**src/rtl/bcd_timekeeper.sv**
```systemverilog
// -----------------------------------------------------------------------------
// bcd_timekeeper
// Keeps an HH:MM:SS.mmm time as nine BCD digits and runs it either as a
// 24-hour time-of-day clock or as a countdown timer that latches a done flag.
// Time advances on a 1 ms tick from an internal prescaler. In edit mode a
// cursor walks over the hour/minute (and optionally second) digits, and the
// centre/down buttons step the selected digit. The display outputs are
// registered one cycle behind the internal state.
//
// Ports:
//   clk, rst_n                  clock, asynchronous active-low reset
//   btn_l, btn_r, btn_c, btn_d  debounced button levels (edge-detected here)
//   fmt12                       1 = 12-hour display, 0 = 24-hour
//   mode                        0 = clock (count up), 1 = countdown
//   edit, cursor                edit-mode flag and selected digit index
//   hr_t..sec_o, ms_h..ms_o     displayed BCD digits
//   pm                          PM indicator (clock mode only)
//   done                        countdown reached zero
//   tick                        one-cycle pulse per 1 ms tick
// -----------------------------------------------------------------------------
module bcd_timekeeper #(
    parameter int PRESCALE = 100000,
    parameter int EDIT_SEC = 1
) (
    input  logic       clk,
    input  logic       rst_n,
    input  logic       btn_l,
    input  logic       btn_r,
    input  logic       btn_c,
    input  logic       btn_d,
    input  logic       fmt12,
    input  logic       mode,
    output logic       edit,
    output logic [2:0] cursor,
    output logic [3:0] hr_t,
    output logic [3:0] hr_o,
    output logic [3:0] min_t,
    output logic [3:0] min_o,
    output logic [3:0] sec_t,
    output logic [3:0] sec_o,
    output logic [3:0] ms_h,
    output logic [3:0] ms_t,
    output logic [3:0] ms_o,
    output logic       pm,
    output logic       done,
    output logic       tick
);

    localparam int CW = $clog2(PRESCALE);
    localparam logic [CW-1:0] CNT_MAX = CW'(PRESCALE - 1);
    localparam logic [2:0] LAST_POS = (EDIT_SEC != 0) ? 3'd5 : 3'd3;

    // Digit slots inside the packed time register, most significant first.
    localparam int I_HR_T  = 8;
    localparam int I_HR_O  = 7;
    localparam int I_MIN_T = 6;
    localparam int I_MIN_O = 5;
    localparam int I_SEC_T = 4;
    localparam int I_SEC_O = 3;
    localparam int I_MS_H  = 2;
    localparam int I_MS_T  = 1;
    localparam int I_MS_O  = 0;

    // Roll-over value of each digit below the hours: index 6 (min_t) down to 0.
    localparam logic [6:0][3:0] DIG_MAX = {4'd5, 4'd9, 4'd5, 4'd9, 4'd9, 4'd9, 4'd9};

    typedef enum logic [1:0] {
        S_EDIT,
        S_RUN,
        S_DONE
    } state_t;

    state_t          state;
    logic [2:0]      cursor_reg;
    logic [3:0]      btn_hist;
    logic [CW-1:0]   cnt;
    logic [8:0][3:0] tm;
    logic [8:0][3:0] inc_tm;
    logic [8:0][3:0] dec_tm;
    logic [8:0][3:0] edit_tm;
    logic [8:0][3:0] disp;
    logic            press_l;
    logic            press_r;
    logic            press_c;
    logic            press_d;
    logic            zero_time;
    logic            running;
    logic [3:0]      hr_o_max;
    logic [4:0]      hour_bin;
    logic [4:0]      disp_bin;
    logic [3:0]      disp_hr_t;
    logic [3:0]      disp_hr_o;
    logic            carry;
    logic            borrow;

    // Steps one edit digit up or down with wrap-around inside 0..maxv.
    function automatic logic [3:0] step_digit(input logic [3:0] d,
                                              input logic [3:0] maxv,
                                              input logic       up);
        if (up)
            return (d >= maxv) ? 4'd0 : d + 4'd1;
        return (d == 4'd0) ? maxv : d - 4'd1;
    endfunction

    assign press_l = btn_l & ~btn_hist[3];
    assign press_r = btn_r & ~btn_hist[2];
    assign press_c = btn_c & ~btn_hist[1];
    assign press_d = btn_d & ~btn_hist[0];

    assign zero_time = (tm == '0);

    // A countdown parked at zero must not tick; it drops into DONE instead.
    assign running = (state == S_RUN) && !(mode && zero_time);
    assign tick    = running && (cnt == CNT_MAX);

    assign hour_bin = 5'(tm[I_HR_T]) * 5'd10 + 5'(tm[I_HR_O]);

    // Count-up successor of the current time, rippling a carry from the
    // milliseconds into the hours; 23:59:59.999 wraps to all zeros.
    always_comb begin
        inc_tm = tm;
        carry  = 1'b1;
        for (int i = 0; i < 7; i++) begin
            if (carry) begin
                if (tm[i] >= DIG_MAX[i]) begin
                    inc_tm[i] = 4'd0;
                end else begin
                    inc_tm[i] = tm[i] + 4'd1;
                    carry     = 1'b0;
                end
            end
        end
        if (carry) begin
            if (tm[I_HR_T] == 4'd2 && tm[I_HR_O] >= 4'd3) begin
                inc_tm[I_HR_T] = 4'd0;
                inc_tm[I_HR_O] = 4'd0;
            end else if (tm[I_HR_O] >= 4'd9) begin
                inc_tm[I_HR_T] = tm[I_HR_T] + 4'd1;
                inc_tm[I_HR_O] = 4'd0;
            end else begin
                inc_tm[I_HR_O] = tm[I_HR_O] + 4'd1;
            end
        end
    end

    // Count-down predecessor of the current time with a borrow chain. The
    // all-zero case never reaches here while running, but wraps to 23:59:59.999.
    always_comb begin
        dec_tm = tm;
        borrow = 1'b1;
        for (int i = 0; i < 7; i++) begin
            if (borrow) begin
                if (tm[i] == 4'd0) begin
                    dec_tm[i] = DIG_MAX[i];
                end else begin
                    dec_tm[i] = tm[i] - 4'd1;
                    borrow    = 1'b0;
                end
            end
        end
        if (borrow) begin
            if (tm[I_HR_O] != 4'd0) begin
                dec_tm[I_HR_O] = tm[I_HR_O] - 4'd1;
            end else if (tm[I_HR_T] != 4'd0) begin
                dec_tm[I_HR_T] = tm[I_HR_T] - 4'd1;
                dec_tm[I_HR_O] = 4'd9;
            end else begin
                dec_tm[I_HR_T] = 4'd2;
                dec_tm[I_HR_O] = 4'd3;
            end
        end
    end

    // Digit edit under the cursor. Only used when C or D is pressed, so
    // press_c alone decides the direction. Moving hr_t to 2 clamps hr_o so
    // the hour never exceeds 23.
    always_comb begin
        edit_tm  = tm;
        hr_o_max = (tm[I_HR_T] == 4'd2) ? 4'd3 : 4'd9;
        case (cursor_reg)
            3'd0: begin
                edit_tm[I_HR_T] = step_digit(tm[I_HR_T], 4'd2, press_c);
                if (edit_tm[I_HR_T] == 4'd2 && tm[I_HR_O] > 4'd3)
                    edit_tm[I_HR_O] = 4'd3;
            end
            3'd1:    edit_tm[I_HR_O]  = step_digit(tm[I_HR_O], hr_o_max, press_c);
            3'd2:    edit_tm[I_MIN_T] = step_digit(tm[I_MIN_T], 4'd5, press_c);
            3'd3:    edit_tm[I_MIN_O] = step_digit(tm[I_MIN_O], 4'd9, press_c);
            3'd4:    edit_tm[I_SEC_T] = step_digit(tm[I_SEC_T], 4'd5, press_c);
            3'd5:    edit_tm[I_SEC_O] = step_digit(tm[I_SEC_O], 4'd9, press_c);
            default: edit_tm = tm;
        endcase
    end

    // Hour shown on the display: 12-hour remap only in clock mode, raw
    // hours in countdown mode, then split back into two BCD digits.
    always_comb begin
        disp_bin = hour_bin;
        if (!mode && fmt12) begin
            if (hour_bin == 5'd0)
                disp_bin = 5'd12;
            else if (hour_bin > 5'd12)
                disp_bin = hour_bin - 5'd12;
        end
        if (disp_bin >= 5'd20) begin
            disp_hr_t = 4'd2;
            disp_hr_o = 4'(disp_bin - 5'd20);
        end else if (disp_bin >= 5'd10) begin
            disp_hr_t = 4'd1;
            disp_hr_o = 4'(disp_bin - 5'd10);
        end else begin
            disp_hr_t = 4'd0;
            disp_hr_o = 4'(disp_bin);
        end
    end

    // Main controller: button history, prescaler, EDIT/RUN/DONE state and
    // the time register. Button actions always take precedence over a tick
    // landing on the same edge, and leaving RUN restarts the prescaler.
    always_ff @(posedge clk or negedge rst_n) begin
        if (!rst_n) begin
            state      <= S_EDIT;
            cursor_reg <= 3'd0;
            btn_hist   <= 4'd0;
            cnt        <= '0;
            tm         <= '0;
        end else begin
            btn_hist <= {btn_l, btn_r, btn_c, btn_d};
            if (running)
                cnt <= (cnt == CNT_MAX) ? '0 : cnt + CW'(1);
            else
                cnt <= '0;

            case (state)
                S_EDIT: begin
                    if (press_l) begin
                        if (cursor_reg == 3'd0)
                            state <= S_RUN;
                        else
                            cursor_reg <= cursor_reg - 3'd1;
                    end else if (press_r) begin
                        if (cursor_reg >= LAST_POS) begin
                            state      <= S_RUN;
                            cursor_reg <= 3'd0;
                        end else begin
                            cursor_reg <= cursor_reg + 3'd1;
                        end
                    end else if (press_c || press_d) begin
                        tm <= edit_tm;
                    end
                end

                S_RUN: begin
                    if (press_d) begin
                        tm         <= '0;
                        state      <= S_EDIT;
                        cursor_reg <= 3'd0;
                        cnt        <= '0;
                    end else if (press_l) begin
                        tm[I_MS_H] <= 4'd0;
                        tm[I_MS_T] <= 4'd0;
                        tm[I_MS_O] <= 4'd0;
                        if (EDIT_SEC == 0) begin
                            tm[I_SEC_T] <= 4'd0;
                            tm[I_SEC_O] <= 4'd0;
                        end
                        state      <= S_EDIT;
                        cursor_reg <= 3'd0;
                        cnt        <= '0;
                    end else if (mode && zero_time) begin
                        state <= S_DONE;
                    end else if (tick) begin
                        if (!mode) begin
                            tm <= inc_tm;
                        end else begin
                            tm <= dec_tm;
                            if (dec_tm == '0)
                                state <= S_DONE;
                        end
                    end
                end

                S_DONE: begin
                    if (press_d) begin
                        tm         <= '0;
                        state      <= S_EDIT;
                        cursor_reg <= 3'd0;
                    end else if (press_l) begin
                        state      <= S_EDIT;
                        cursor_reg <= 3'd0;
                    end else if (!mode) begin
                        state <= S_RUN;
                    end
                end

                default: state <= S_EDIT;
            endcase
        end
    end

    // Registered display and status outputs, one cycle behind the state.
    always_ff @(posedge clk or negedge rst_n) begin
        if (!rst_n) begin
            disp   <= '0;
            pm     <= 1'b0;
            edit   <= 1'b0;
            cursor <= 3'd0;
            done   <= 1'b0;
        end else begin
            disp         <= tm;
            disp[I_HR_T] <= disp_hr_t;
            disp[I_HR_O] <= disp_hr_o;
            pm           <= !mode && (hour_bin >= 5'd12);
            edit         <= (state == S_EDIT);
            cursor       <= cursor_reg;
            done         <= (state == S_DONE);
        end
    end

    assign hr_t  = disp[I_HR_T];
    assign hr_o  = disp[I_HR_O];
    assign min_t = disp[I_MIN_T];
    assign min_o = disp[I_MIN_O];
    assign sec_t = disp[I_SEC_T];
    assign sec_o = disp[I_SEC_O];
    assign ms_h  = disp[I_MS_H];
    assign ms_t  = disp[I_MS_T];
    assign ms_o  = disp[I_MS_O];

endmodule

```
**config.mk**
```make
export PLATFORM = sky130hd
export DESIGN_NAME = bcd_timekeeper
export DESIGN_NICKNAME = d
export VERILOG_FILES = /design/src/rtl/bcd_timekeeper.sv
export SDC_FILE = /design/constraint.sdc
export NUM_CORES = 1
export LEC_CHECK = 0
export ABC_AREA = 1
export BUFFER_PORTS_ARGS = -buffer_cell sky130_fd_sc_hd__buf_2
export CORE_ASPECT_RATIO = 0.8
export CORE_UTILIZATION = 30
export CTS_BUF_LIST = sky130_fd_sc_hd__clkbuf_4
export CTS_CLUSTER_SIZE = 30
export DETAILED_ROUTE_END_ITERATION = 12
export SETUP_SLACK_MARGIN = 0.4
export SLEW_MARGIN = 20
export SYNTH_ARGS = -nofsm -noshare
export SYNTH_HDL_FRONTEND = slang
export SYNTH_SLANG_ARGS = --single-unit
```
**constraint.sdc**
```tcl
create_clock -name clk -period 3.7 [get_ports clk]
set_input_delay 0.185 -clock clk [delete_from_list [all_inputs] [get_ports clk]]
set_output_delay 0.185 -clock clk [all_outputs]
set_load 0.01 [all_outputs]
```
# Yosys cells after proc, flatten, opt, wreduce, memory -nomap -nowiden
# Index checks and enable logic that the tools add are counted.
# word_totals
reg_bits	104
inputBits	8
output_inout_bits	43
word_cells	298
# classes
add_sub_neg	25
multipliers	1
magnitude_cmp	17
eq_ne	43
muxes	136
bitwise_logic	9
reduce_logical	41
# ops
op	n
$mux W36	8
$mux W4	56
$pmux W36 S3	1
$mux W17	5
$logic_not A36 Y1	2
$reduce_and A10 Y1	4
$add A4 B1 Y4 const B	9
$logic_not A4 Y1	9
$sub A4 B1 Y4 const B	9
$mux W1	34
$mux W8	4
$mux W2	14
$ge A4 B4 Y1 const B	6
$mux W24	1
$ne A3 B3 Y1 const B	8
$reduce_and A11 Y1	2
$ne A5 B4 Y1 const B	4
$mux W3	6
$add A17 B1 Y17 const B	1
$eq A17 B17 Y1 const B	1
$ne A4 B3 Y1 const B	4
$ne A4 B4 Y1 const B	4
$mux W5	3
$mux W12	1
45 further kinds	76

# Logic depth before layout (Yosys ltp)
# logic_depth
word_depth	17
mapped_depth	20
depth_no_buf	20

# Worst setup path before layout
# OpenSTA, ideal clock, no wires.
# synth_timing
path_type	register -> register
from	register tm[29] (netlist name)
to	register disp, in the netlist hr_o[1]
setup_time_ns	0.116
t_arrival_ns	2.725
required_time_ns	3.584
path_slack_ns	0.858
path_stages_with_launch	19
period_less_slack_ns	2.842
cell_sequence	dfrtp_1 -> ha_1 -> fa_1 -> xnor2_1 -> inv_1 -> ha_1 -> nand2_1 -> inv_1 -> o21ai_1 -> nand3_1 -> nand3_1 -> inv_1 -> ha_1 -> nand2_1 -> nand4_1 -> o21ai_2 -> inv_1 -> nand2_1 -> nand2_1
# synth_between
elab_chain_cells	8
# synth_lines
item	line	text
from (decl)	77	logic [8:0][3:0] tm;
from (signal assigned)	249	tm <= edit_tm;
from (signal assigned)	274	tm <= inc_tm;
from (signal assigned)	276	tm <= dec_tm;
$add A5 B4 Y5 (*)	116	assign hour_bin = 5'(tm[I_HR_T]) * 5'd10 + 5'(tm[I_HR_O]);
$sub A5 B4 Y5 or $gt A5 B4 Y1 (tied branches)	203, 202	
$mux W5	202	else if (hour_bin > 5'd12)
$mux W5	200	if (hour_bin == 5'd0)
$mux W5 (*)	199	if (!mode && fmt12) begin
$sub A4 B4 Y4 or $ge A5 B4 Y1 (tied branches)	210, 208	
$mux W4	208	end else if (disp_bin >= 5'd10) begin
$mux W4 (*)	205	if (disp_bin >= 5'd20) begin
net disp_hr_o[1]	92	logic [3:0] disp_hr_o;
to (signal assigned)	310	disp <= tm;
to (signal, indexed assignment)	311	disp[I_HR_T] <= disp_hr_t;
to (signal, indexed assignment)	312	disp[I_HR_O] <= disp_hr_o;
to (decl)	81	logic [8:0][3:0] disp;
# Mark *: on every way through the listed nets, which the timed path passes. The rest lies on a longest branch.
# A chain may end at the register's enable or synchronous reset.

# Worst setup path after layout
# layout_timing
from	register tm[34] (netlist name)
to	register disp, in the netlist hr_o[1]
# layout_between
elab_chain_cells	9
# layout_lines
item	line
$mul A4 B3 Y4 (*)	116
$add A5 B4 Y5 (*)	116
$sub A5 B4 Y5 or $gt A5 B4 Y1 (tied branches)	203, 202
$mux W5	202
$mux W5	200
$mux W5 (*)	199
$ge A5 B4 Y1 or $sub A4 B4 Y4 (tied branches)	208, 210
$mux W4	208
$mux W4 (*)	205
net disp_hr_o[1]	92
# Marked as above.

==> flow_metrics.tcl <==
set metrics [dict create \
    syn_to_final_growth_pct 11.2 \
    post-route-drc-count 0 \
    r2r_start "tm[34]" \
    fin_crit_ps 3060 \
    routabilityCongestion 0.904 \
    ys_ff_latch 102 \
    fin_hold_ws_ps 236 \
    final_cells 1427 \
    dp.cells 1400 \
    io_buffers 48 \
    yosys-top-cells-area "dfrtp_1 34%, nand2_1 13%, ha_1 8.2%" \
    fin_tns_setup_ps 0 \
    fp-row-count 51 \
    dp_hpwl_um 14600 \
    finish.net_count 1162 \
    ys_seq_area_share_pct 34.3 \
    htreeDepth 3 \
    antenna_left 0 \
    largest_reg_flops 24 \
    postLayoutCellArea_um2 8280 \
    start_util_pct 30.5 \
    avgViaCountPerCell 4.85 \
    leakage_nw 4.10 \
    numCtsBuffers 9 \
    period_share_pct 82.8 \
    overflow 0 \
    synth-edff-count 0 \
    worst_slew_pin_slew_ps 819 \
    setup_viol 0 \
    drv_cap 0 \
    synth_area_um2 7450 \
    cp-end-kind "flip-flop" \
    clk_pin_slew_ps 170 \
    rsz0062_at_grt "yes" \
    wl_um 19900 \
    synth_flop_cell "dfrtp_1" \
    fin_skew_ps 20.1 \
    core_area_um2 24400 \
    synth.distinct_cells 50 \
    antenna_found_initial 0 \
    synth_cells 1048 \
    ir_drop_mv 0.294 \
    placed_area_um2 8040 \
    drt_first_pass_iters 5 \
    cp_data_required_time_ps 4110 \
    track_usage_pct 16.4 \
    cp_max_fo 6 \
    grt_pass1_wl_um 33000 \
    vias 6914 \
    cts-root-buf "clkbuf_4" \
    syn_avg_cell_area_um2 7.10 \
    maxSlewHeadroom_pct 45.4 \
    drt_iter0_drc 655 \
    crit_path_start "tm[34]" \
    io_pins 51 \
    n_fill_cell 2658 \
    startpoint_type "flip-flop" \
    dieWidth_um 178 \
    final_core_util_pct 34.0 \
    largest-register "tm" \
    dieArea_um2 25500 \
    layout_commonest_cell "nand2_1" \
    grt_max_degree 64 \
    critical_path_class "reg2reg" \
    yosysWarningCount 0 \
    min_path_type "in2reg" \
    yosysTopAreaCellShare_pct 34.3 \
    wl_per_cell_um 13.9 \
    slew_violations 0 \
    drive_gt1_share_pct 12.5 \
    hp-start "fmt12" \
    powerDensity_nw_per_um2 906 \
    grt_pass1_vias 6368 \
    final_cell_mix "249 x nand2_1, 117 x nor2_1, 115 x inv_1" \
    die_h_um 143 \
    cp_data_arrival_time_ps 3470 \
    cts_tree "yes" \
    yosysTopAreaCell "dfrtp_1" \
    cts_sinks 102 \
    status "complete, no violations" \
    clockBufferDepth 2 \
    hold_viol_final 0 \
    n_antenna_cell 0 \
    synth-async-reset-ratio_pct 100 \
    clock.fmax_mhz 326 \
    worstSkewPairLatency_ps 490 \
]
==> Yosys cell counts, types with 3 or more instances <==
cell and count:
xor2_1 18, clkinv_1 5, a21oi_1 54, nand2_4 3, nand4_1 5, nand3_2 4
inv_2 10, or2_2 9, nor3_1 24, dfrtp_1 102, inv_1 115, o21ai_0 91
buf_2 5, nand3_1 58, o21ai_1 20, o211ai_1 9, nor3_2 4, nor2_2 7
nor2_1 118, xnor2_1 8, nand2_2 7, a32oi_1 4, ha_1 49, nor4_1 7
nand2_1 249, buf_4 4, a22oi_1 5, clkbuf_1 12, o22ai_1 12
==> power by group <==
part | internal (mW) | switching, mW
clock | 0.148 | 0.426
sequential | 1.47 | 0.377
combinational | 1.73 | 3.35
total | 3.35 | 4.15
==> critical path, stage by stage (launching register included) <==
cell     delay, ps
dfrtp_2        480
ha_1           290
ha_1           330
xnor2_2        180
inv_1          100
ha_1           200
nand2_1         80
inv_1           40
o21ai_1        190
nand3_1        130
nand3_1        120
inv_1           70
ha_1           190
nand2_1         60
nand4_1        130
o21ai_2        170
inv_1          100
nand2_1         60
nand2_1         50
==> area by class of cell <==
class | count | area, um^2 | share of cell area [%]
Multi-Input combinational cell | 792 | 4290 | 51.8
Sequential cell | 102 | 2560 | 30.9
Inverter | 130 | 488 | 5.89
Timing Repair Buffer | 69 | 425 | 5.14
Tap cell | 318 | 398 | 4.81
Clock buffer | 9 | 67.6 | 0.816
Clock inverter | 7 | 56.3 | 0.680
==> metrics by stage <==
step | total power, mW | setup slack, ps
floorplan | 5.52 | 858
global placement | 6.79 | 689
detailed placement | 6.82 | 578
CTS | 7.45 | 553
global route | 8.38 | 376
finish | 7.50 | 637
==> final timing paths <==
path,to,slack [ps],depth (start not counted)
max,hr_o[1],640,18
min in group asynchronous,ms_t[2],300,2
min reg2reg,min_t[2],450,0
max in group asynchronous,tm[21],2600,3
max reg2reg,hr_o[1],640,18
min,hr_o[2],240,6
==> metal layers <==
layer | vias up | global-route usage, % | wire length, um
met2 | 185 | 23.9 | 8130
met3 | 21 | 2.72 | 1030
met1 | 3170 | 24.9 | 10500
met5 | - | 0 | 0
li1 | 3538 | - | -
met4 | 0 | 3.33 | 224
==> kinds of logic after synthesis <==
group	synth area share [%]
AO/OA/AOI/OAI	15.2
XOR/XNOR	3.06
adder cells (fa/ha/maj)	8.50
buffers and inverters	8.30
flip-flops	34.3
multiplexers	0.134
other	0.0504
AND/OR/NAND/NOR	30.5
==> repair_timing <==
| action | 4_1_cts | 5_1_grt |
|---|---|---|
| gates resized for setup | 0 | 5 |
| setup endpoints to repair | 0 | 7 |
| hold buffers | 5 | 0 |
| setup buffers | 0 | 6 |
| endpoints found under the hold margin | 65 | 0 |
Note: power is estimated with default switching activity, not from simulation.
